### config.mk
export PLATFORM = sky130hd
export DESIGN_NAME = mem_stage_lsu_flat
export DESIGN_NICKNAME = d
export VERILOG_FILES = /design/src/rtl/mem_stage_lsu_pkg.sv /design/src/rtl/mem_stage_lsu_if.sv /design/src/rtl/mem_stage_lsu_load_align.sv /design/src/rtl/mem_stage_lsu.sv /design/src/flat_wrapper.sv
export SDC_FILE = /design/constraint.sdc
export NUM_CORES = 1
export LEC_CHECK = 0
export ABC_CLOCK_PERIOD_IN_PS = 2600
export CAP_MARGIN = 25
export CORE_UTILIZATION = 30
export CTS_CLUSTER_SIZE = 16
export DETAILED_ROUTE_END_ITERATION = 8
export PLACE_DENSITY_LB_ADDON = 0.2
export SLEW_MARGIN = 20
export SYNTH_ARGS = -nofsm -noshare
export SYNTH_HDL_FRONTEND = slang
export SYNTH_SLANG_ARGS = --single-unit
### constraint.sdc
create_clock -name clk -period 2.6 [get_ports clk]
set_input_delay 0.26 -clock clk [delete_from_list [all_inputs] [get_ports clk]]
set_output_delay 0.26 -clock clk [all_outputs]
set_load 0.005 [all_outputs]
### src/rtl/mem_stage_lsu_pkg.sv
// Shared definitions for the MEM-stage load/store unit: funct3 encodings,
// FSM state encoding, byte-strobe constants and access decode helpers.
package mem_stage_lsu_pkg;

    localparam logic [2:0] F3_B  = 3'b000;
    localparam logic [2:0] F3_H  = 3'b001;
    localparam logic [2:0] F3_W  = 3'b010;
    localparam logic [2:0] F3_BU = 3'b100;
    localparam logic [2:0] F3_HU = 3'b101;

    localparam logic [3:0] STRB_NONE    = 4'b0000;
    localparam logic [3:0] STRB_BYTE    = 4'b0001;
    localparam logic [3:0] STRB_HALF_LO = 4'b0011;
    localparam logic [3:0] STRB_HALF_HI = 4'b1100;
    localparam logic [3:0] STRB_WORD    = 4'b1111;

    typedef enum logic [1:0] {
        S_IDLE = 2'd0,
        S_REQ  = 2'd1,
        S_RESP = 2'd2,
        S_DONE = 2'd3
    } lsu_state_e;

    // Exactly one of read/write, a known size, natural alignment, and
    // unsigned sizes only on loads.
    function automatic logic access_legal(input logic rd, input logic wr,
                                          input logic [2:0] f3, input logic [1:0] lo);
        logic ok;
        case (f3)
            F3_B:    ok = 1'b1;
            F3_H:    ok = ~lo[0];
            F3_W:    ok = (lo == 2'b00);
            F3_BU:   ok = rd;
            F3_HU:   ok = rd & ~lo[0];
            default: ok = 1'b0;
        endcase
        return (rd ^ wr) & ok;
    endfunction

    function automatic logic [3:0] store_strobe(input logic [2:0] f3, input logic [1:0] lo);
        case (f3)
            F3_B:    return STRB_BYTE << lo;
            F3_H:    return lo[1] ? STRB_HALF_HI : STRB_HALF_LO;
            default: return STRB_WORD;
        endcase
    endfunction

    function automatic logic [31:0] store_wdata(input logic [2:0] f3, input logic [31:0] d);
        case (f3)
            F3_B:    return {4{d[7:0]}};
            F3_H:    return {2{d[15:0]}};
            default: return d;
        endcase
    endfunction

endpackage

### src/rtl/mem_stage_lsu_if.sv
// Data-memory port between the LSU (master) and the memory (slave).
interface mem_stage_lsu_if;
    // req is held with addr/we/wdata/wstrb stable until the cycle ready=1
    // (accept); load data returns on rvalid, possibly in that same cycle.
    logic        req;
    logic        we;
    logic [31:0] addr;
    logic [31:0] wdata;
    logic [3:0]  wstrb;
    logic        ready;
    logic        rvalid;
    logic [31:0] rdata;

    modport master (output req, we, addr, wdata, wstrb, input ready, rvalid, rdata);
    modport slave  (input req, we, addr, wdata, wstrb, output ready, rvalid, rdata);
endinterface

### src/rtl/mem_stage_lsu_load_align.sv
// Load lane select and sign/zero extension of a returned memory word.
module lsu_load_align
    import mem_stage_lsu_pkg::*;
(
    input  logic [31:0] rdata_i,
    input  logic [1:0]  addr_lo_i,
    input  logic [2:0]  funct3_i,
    output logic [31:0] data_o
);

    logic [31:0] shifted;
    logic [4:0]  sh_amt;

    always_comb begin
        sh_amt  = {addr_lo_i, 3'b000};
        shifted = rdata_i >> sh_amt;
        case (funct3_i)
            F3_B:    data_o = {{24{shifted[7]}}, shifted[7:0]};
            F3_H:    data_o = {{16{shifted[15]}}, shifted[15:0]};
            F3_BU:   data_o = {24'h0, shifted[7:0]};
            F3_HU:   data_o = {16'h0, shifted[15:0]};
            default: data_o = rdata_i;
        endcase
    end

endmodule

### src/rtl/mem_stage_lsu.sv
// MEM-stage load/store unit: drives a ready/rvalid data-memory port and
// stalls the front of the pipeline until the access completes.
module mem_stage_lsu
    import mem_stage_lsu_pkg::*;
(
    input  logic            clk,
    input  logic            rst,
    input  logic            mem_memRead,
    input  logic            mem_memWrite,
    input  logic [31:0]     mem_ALUResult,
    input  logic [31:0]     mem_readData2,
    input  logic [2:0]      mem_funct3,
    mem_stage_lsu_if.master dmem,
    output logic            lsu_stall,
    output logic [31:0]     lsu_loadData,
    output logic            lsu_fault,
    output lsu_state_e      state_o
);

    lsu_state_e  state_q;
    logic [31:0] addr_q;
    logic [31:0] wdata_q;
    logic [3:0]  wstrb_q;
    logic [2:0]  funct3_q;
    logic        we_q;
    logic [31:0] load_q;
    logic [31:0] load_d;
    logic        any_req;
    logic        legal;

    assign any_req = mem_memRead | mem_memWrite;
    assign legal   = access_legal(mem_memRead, mem_memWrite, mem_funct3, mem_ALUResult[1:0]);

    lsu_load_align u_align (
        .rdata_i   (dmem.rdata),
        .addr_lo_i (addr_q[1:0]),
        .funct3_i  (funct3_q),
        .data_o    (load_d)
    );

    always_ff @(posedge clk) begin
        if (!rst) begin
            state_q  <= S_IDLE;
            addr_q   <= '0;
            wdata_q  <= '0;
            wstrb_q  <= STRB_NONE;
            funct3_q <= '0;
            we_q     <= 1'b0;
            load_q   <= '0;
        end else begin
            case (state_q)
                S_IDLE: begin
                    if (legal) begin
                        addr_q   <= mem_ALUResult;
                        wdata_q  <= mem_memWrite ? store_wdata(mem_funct3, mem_readData2) : '0;
                        wstrb_q  <= mem_memWrite ? store_strobe(mem_funct3, mem_ALUResult[1:0])
                                                 : STRB_NONE;
                        funct3_q <= mem_funct3;
                        we_q     <= mem_memWrite;
                        state_q  <= S_REQ;
                    end
                end
                S_REQ: begin
                    // A zero-latency memory may return rvalid with ready.
                    if (dmem.ready) begin
                        if (we_q) begin
                            state_q <= S_DONE;
                        end else if (dmem.rvalid) begin
                            load_q  <= load_d;
                            state_q <= S_DONE;
                        end else begin
                            state_q <= S_RESP;
                        end
                    end
                end
                S_RESP: begin
                    if (dmem.rvalid) begin
                        load_q  <= load_d;
                        state_q <= S_DONE;
                    end
                end
                default: state_q <= S_IDLE;
            endcase
        end
    end

    assign dmem.req   = (state_q == S_REQ);
    assign dmem.we    = (state_q == S_REQ) & we_q;
    assign dmem.addr  = {addr_q[31:2], 2'b00};
    assign dmem.wdata = wdata_q;
    assign dmem.wstrb = (state_q == S_REQ) ? wstrb_q : STRB_NONE;

    // The IDLE term covers the cycle the access is first seen, before REQ.
    assign lsu_stall    = rst & (((state_q == S_IDLE) & legal) |
                                 (state_q == S_REQ) | (state_q == S_RESP));
    assign lsu_fault    = rst & (state_q == S_IDLE) & any_req & ~legal;
    assign lsu_loadData = load_q;
    assign state_o      = state_q;

endmodule

### src/flat_wrapper.sv
// flat-port wrapper written by rule: the top's interface ports become plain ports
module mem_stage_lsu_flat import mem_stage_lsu_pkg::*;
  (clk, rst, mem_memRead, mem_memWrite, mem_ALUResult, mem_readData2, mem_funct3, lsu_stall, lsu_loadData, lsu_fault, state_o, dmem_req, dmem_we, dmem_addr, dmem_wdata, dmem_wstrb, dmem_ready, dmem_rvalid, dmem_rdata);
  mem_stage_lsu_if dmem_i ();
  input  logic clk;
  input  logic rst;
  input  logic mem_memRead;
  input  logic mem_memWrite;
  input  logic [31:0] mem_ALUResult;
  input  logic [31:0] mem_readData2;
  input  logic [2:0] mem_funct3;
  output logic lsu_stall;
  output logic [31:0] lsu_loadData;
  output logic lsu_fault;
  output lsu_state_e state_o;
  output wire logic [$bits(dmem_i.req)-1:0] dmem_req;
  output wire logic [$bits(dmem_i.we)-1:0] dmem_we;
  output wire logic [$bits(dmem_i.addr)-1:0] dmem_addr;
  output wire logic [$bits(dmem_i.wdata)-1:0] dmem_wdata;
  output wire logic [$bits(dmem_i.wstrb)-1:0] dmem_wstrb;
  input wire logic [$bits(dmem_i.ready)-1:0] dmem_ready;
  input wire logic [$bits(dmem_i.rvalid)-1:0] dmem_rvalid;
  input wire logic [$bits(dmem_i.rdata)-1:0] dmem_rdata;
  assign dmem_req = dmem_i.req;
  assign dmem_we = dmem_i.we;
  assign dmem_addr = dmem_i.addr;
  assign dmem_wdata = dmem_i.wdata;
  assign dmem_wstrb = dmem_i.wstrb;
  assign dmem_i.ready = dmem_ready;
  assign dmem_i.rvalid = dmem_rvalid;
  assign dmem_i.rdata = dmem_rdata;
  mem_stage_lsu u_core (.clk(clk), .rst(rst), .mem_memRead(mem_memRead), .mem_memWrite(mem_memWrite), .mem_ALUResult(mem_ALUResult), .mem_readData2(mem_readData2), .mem_funct3(mem_funct3), .dmem(dmem_i), .lsu_stall(lsu_stall), .lsu_loadData(lsu_loadData), .lsu_fault(lsu_fault), .state_o(state_o));
endmodule
Yosys cells after proc, flatten, opt, wreduce, memory -nomap -nowiden --
Cells that the tools add are included.
Word-level totals: register bits after elaboration 106, bits of input ports 105, output and inout port bits 106, logic and storage cells 62
Operators by class: equality and inequality tests 13, shift-type cells 2, muxes and demuxes 18, bitwise gates (word level) 14, reduce and logical (&&, ||, !) cells 8
Operators with widths (count):
- 32-bit two-way mux | 4
- 32-bit one-hot mux with 2 select lines | 2
- 32-bit one-hot mux with 4 select lines | 1
- 32-bit by 5-bit right shift with 16-bit output | 1
- 3-bit == test (second input constant) | 4
- 4-bit two-way mux | 3
- 1-bit bitwise AND | 8
- 2-bit two-way mux | 4
- 4-bit one-hot mux with 2 select lines | 1
- 3-bit by 1-bit == test with 1-bit output (second input constant) | 2
- 3-bit logical NOT | 2
- 2-bit one-hot mux with 3 select lines | 1
- 3-bit AND reduction | 2
- 1-bit one-hot mux with 5 select lines | 1
- 2-bit logical NOT | 2
- 2-bit by 1-bit inequality test with 1-bit output (second input constant) | 2
- 2-bit inequality test (second input constant) | 2
- 1-bit by 2-bit << shifter with 4-bit output (first input constant) | 1
- 3-bit by 2-bit == test with 1-bit output (second input constant) | 1
- 1-bit OR | 3
- 2-bit by 1-bit == test with 1-bit output (second input constant) | 1
- 2-bit == test (second input constant) | 1
- 1-bit NOT | 2
- 2-bit AND reduction | 1
- other kinds (3) | 3

Logic depth before layout (Yosys ltp) --
word-level depth 8, depth in mapped cells 7

Hierarchy --
A second synthesis with hierarchy kept.
Second synthesis, totals: cell total of the unflattened synthesis 622, area total of the unflattened synthesis 5465.2 um^2
Modules (own cells, without submodules):
- mem_stage_lsu | times used 1, cells each 516, area each 4773.3 um^2
- lsu_load_align | times used 1, cells each 106, area each 691.9 um^2

Worst setup path before layout --
Ideal clock, no wire load.
path type register -> register, from register u_core.state_q[1] (netlist: u_core.state_o[1]), to register u_core.load_q[13] (netlist: u_core.lsu_loadData[13]), library setup time 76 ps, arrival 1820 ps, required time 2524 ps, setup slack 705 ps, cell stages (with the launch flop) 8, path buffers 1, period minus slack after synthesis 1895 ps, path through dfxtp_1 -> inv_1 -> ha_1 -> and3b_1 -> o21ai_1 -> clkbuf_1 -> nand2_1 -> a21boi_0
On the way: cells in the longest elaborated chain, start to end 3, elaborated cells on any way between the ends 7, classes of those cells 4 x eq/ne; 1 x mux; 2 x reduce/logical
Ends and longest elaborated chain:
- from (decl) | RTL line mem_stage_lsu.sv:20 | lsu_state_e state_q;
- from (signal assigned) | RTL line mem_stage_lsu.sv:43 | state_q <= S_IDLE;
- from (signal assigned) | RTL line mem_stage_lsu.sv:60 | state_q <= S_REQ;
- from (signal assigned) | RTL line mem_stage_lsu.sv:67 | state_q <= S_DONE;
- 2-bit by 1-bit == test with 1-bit output *
- via dmem_req | RTL line flat_wrapper.sv:16 | output wire logic [$bits(dmem_i.req)-1:0] dmem_req;
- 2-bit inequality test (no line), or another cell as far along
- 3-bit AND reduction (no line)
- to (signal assigned) | RTL line mem_stage_lsu.sv:69 | load_q <= load_d;
- to (signal assigned) | RTL line mem_stage_lsu.sv:78 | load_q <= load_d;
- to (decl) | RTL line mem_stage_lsu.sv:26 | logic [31:0] load_q;
Mark *: on every way through the listed nets, which the timed path passes. The rest lies on a longest branch. A chain may end at the register's enable or synchronous reset.

Final worst setup path --
from input mem_ALUResult[0], to output lsu_stall
On the way: cells in the longest elaborated chain, start to end 8, elaborated cells on any way between the ends 9, classes of those cells 1 x mux; 7 x bitwise; 1 x reduce/logical
Ends and longest elaborated chain:
- from (decl) | RTL line flat_wrapper.sv:9 | input logic [31:0] mem_ALUResult;
- 1-bit NOT | RTL line mem_stage_lsu_pkg.sv:31, mem_stage_lsu_pkg.sv:34
- 1-bit bitwise AND | RTL line mem_stage_lsu_pkg.sv:34 | F3_HU: ok = rd & ~lo[0];
- 1-bit one-hot mux with 5 select lines * | RTL line mem_stage_lsu_pkg.sv:29 | case (f3)
- 1-bit bitwise AND * | RTL line mem_stage_lsu_pkg.sv:37 | return (rd ^ wr) & ok;
- 1-bit bitwise AND * | RTL line mem_stage_lsu.sv:94 | assign lsu_stall = rst & (((state_q == S_IDLE) & legal) |
- 1-bit OR * | RTL line mem_stage_lsu.sv:94
- 1-bit OR * | RTL line mem_stage_lsu.sv:95 | (state_q == S_REQ) | (state_q == S_RESP));
- 1-bit bitwise AND * | RTL line mem_stage_lsu.sv:94
- to (decl) | RTL line flat_wrapper.sv:12 | output logic lsu_stall;
Every way passes the cells marked *; elsewhere a longest branch is shown, timed or not.

==> results.md <==
- Hold Crit Class: in -> reg
- Clock network power share: 26.8%
- Vias: 4,962
- Io pins: 211
- Logic pwr share: 31.0%
- Largest net degree at the start of global routing: 75
- Clk slew on worst S/H paths: 0.07 ns
- Synth cell types: 55
- VDD IR max: 0.285 mV
- Gpl congestion: 0.831
- Die Span Y: 133 um
- Setup Buffers After CTS: 0
- Vias in the first global route: 4,899
- DR WL/cell: 16.6 um
- Period utilization: 91.8%
- Synth-to-layout area growth: 45.2%
- Primary FF master, synth: dfxtp_1
- Clk_lat worst skew: 0.35 ns
- Status: completed
- DRC violations left: 0
- Tmin final: 2.39 ns
- Initial antenna violation count: 1
- GRT Total Usage: 18.5%
- Synth top area share: 41.1%
- CTS tree: yes
- Synthesis-stage register bit count: 106
- Pwr/cell area: 618 mW/mm^2
- DRT Wirelength: 16.4 mm
- Number of port buffers: 208
- Setup CP Type: in -> out
- Gates resized, CTS repair: 0
- Setup crit start kind: input pin
- H-tree lvl count: 3
- Synth top area cells: dfxtp_1 41%, nand3_1 9.8%, mux2i_1 6.0%
- Hold Vio Cnt, Final: 0
- Mean number of vias per cell: 5.02
- Setup crit end kind: primary output
- Final instance count without filler cells: 988
- Final setup skew: 0.00839 ns
- # setup viols final: 0
- Row count: 47
- Die area: 0.0177 sq mm
- DP Wirelength: 12.3 mm
- Seq/Total Area, Yosys: 41.1%
- Starting density of the core: 30.9%
- Max Buffers Root-to-Sink: 2
- R2R Setup Slk: 0.59 ns
- EDFF count, synth: 0
- Ys Warns: 0
- Sw frac: 30.5%
- Sequential Power Share: 42.2%
- Async S/R FF share, synth: 0%
- Static Leakage: 2.79 nW
- Post-layout nets: 873
- Inserted Clock Buffers: 9
- P_int: 3.22 mW
- Max-capacitance violation count: 0
- CP arrival: 2.13 ns
- Setup TNS: 0 ns
- Mapped Cells: 604
- Worst Tran Pin Value: 0.821 ns
- Max-slew violations: 0
- Initial DRC count: 211
- Net Switching: 1.41 mW
- # hold bufs at CTS: 0
- Post-synthesis instance area: 0.00516 sq mm
- Worst-path maximum fanout: 6
- Synth Area per Inst: 8.55 sq um
- First-pass GRT wire length: 26.0 mm
- Die width: 133 um
- Core area: 0.0167 sq mm
- Grt ovf: 0
- Initial DRT Pass Iterations: 5
- Dominant cell type by area after synthesis: dfxtp_1
- Fraction of layout instances using a drive strength above 1: 7.17%
- Fmax: 419 MHz
- Sink Count: 106
- CTS root buf: clkbuf_16
- Rel. slew slack: 45.3%
- Worst EP required: 2.34 ns
- RSZ-0062 raised after global routing: no
- Antenna-violating nets left: 0
- Placed Cells: 972
[placed cells by master, fill, tap and decap left out, types with 3 or more instances in the layout]
master,n
nor3_1,3
a21boi_0,15
a21oi_1,21
buf_4,22
o31ai_1,8
ha_1,5
and2_1,6
nor2_1,6
o2bb2ai_1,7
nor2b_1,5
inv_1,13
nand3_1,101
nand4_1,5
clkinv_2,4
clkbuf_16,9
mux2i_1,31
o32ai_1,7
clkdlybuf4s50_1,207
o2bb2ai_2,9
a2bb2oi_1,7
dfxtp_1,106
o221ai_1,14
o21ai_0,42
nand2_1,79
[sequential cells by signal, summed over array words and instances (netlist names)]
register and flops:
u_core.addr_q 32, u_core.dmem.wdata 32, u_core.lsu_loadData 32, u_core.wstrb_q 4, u_core.funct3_q 3, u_core.state_o 2
u_core.we_q 1
[layer usage]
layer | part of all wire, % | global-route usage, % | wire length [um]
met5 | 0 | 0 | 0
met4 | 1.5 | 6.12 | 243
met3 | 7.8 | 5.97 | 1280
met2 | 47 | 30.8 | 7690
met1 | 44 | 22.6 | 7170
[metrics by stage]
stage / utilization, % / total power, mW / hold WS, ns / setup slack (ns) / instance area [sq um]
after floorplan: - / 2.69 / 0.390 / 0.705 / 5170
after global placement: 43.4 / 3.40 / 0.436 / 0.194 / 7240
after detailed placement: 43.4 / 3.43 / 0.440 / 0.129 / 7240
after CTS: 44.9 / 4.69 / 0.293 / 0.192 / 7500
after global routing: 44.9 / 4.91 / 0.301 / 0.0984 / 7500
final: 44.9 / 4.63 / 0.306 / 0.213 / 7500
[area by class of cell]
cell class | count | area [sq um]
fill | 1619 | 9200
multi-input combinational | 402 | 2540
timing repair buffer | 230 | 2260
sequential | 106 | 2120
tap | 220 | 275
clock buffer | 11 | 233
inverter | 14 | 52.6
clock inverter | 4 | 20.0
antenna | 1 | 2.50
[final timing paths]
| check | from | endpoint | cells after the start |
|---|---|---|---|
| max | mem_ALUResult[0] | lsu_stall | 6 |
| min reg2reg | u_core.addr_q[19] | u_core.addr_q[19] | 2 |
| min | rst | u_core.dmem.wdata[19] | 3 |
| max reg2reg | u_core.funct3_q[1] | u_core.lsu_loadData[15] | 4 |
[cells by family after synthesis]
family	Yosys count	synth area share (%)
simple gates	218	20.4
flops	106	41.1
mux	33	6.66
fa+ha+maj	5	1.21
compound gates	144	20.4
other cells	1	0.0726
buf+inv	97	10.2
[power groups by stage]
| stage | logic, mW | clock network, mW | registers, mW |
|---|---|---|---|
| floorplan | 0.724 | 0 | 1.97 |
| global placement | 1.41 | 0 | 1.99 |
| detailed placement | 1.44 | 0 | 1.99 |
| CTS | 1.45 | 1.28 | 1.96 |
| global route | 1.57 | 1.35 | 1.98 |
| finish | 1.43 | 1.24 | 1.96 |
[critical path, stage by stage]
cell	delay, ns
clkdlybuf4s50_1	0.51
buf_4	0.19
nor4_4	0.25
o2111a_1	0.27
o31a_1	0.14
clkdlybuf4s50_1	0.49
[synthesized netlist by cell type (5+ instances only)]
master	number
o221ai_1	14
a2bb2oi_1	7
clkbuf_1	28
nand4_1	5
o32ai_1	7
a21boi_0	15
o21ai_0	42
o2bb2ai_1	7
mux2i_1	31
buf_2	16
nand3_1	101
o31ai_1	8
nor2b_1	5
buf_4	34
a21oi_1	21
and2_1	6
inv_1	13
o2bb2ai_2	9
nand2_1	79
nor2_1	6
ha_1	5
dfxtp_1	106
No activity file was read; power rests on OpenSTA's default activity.
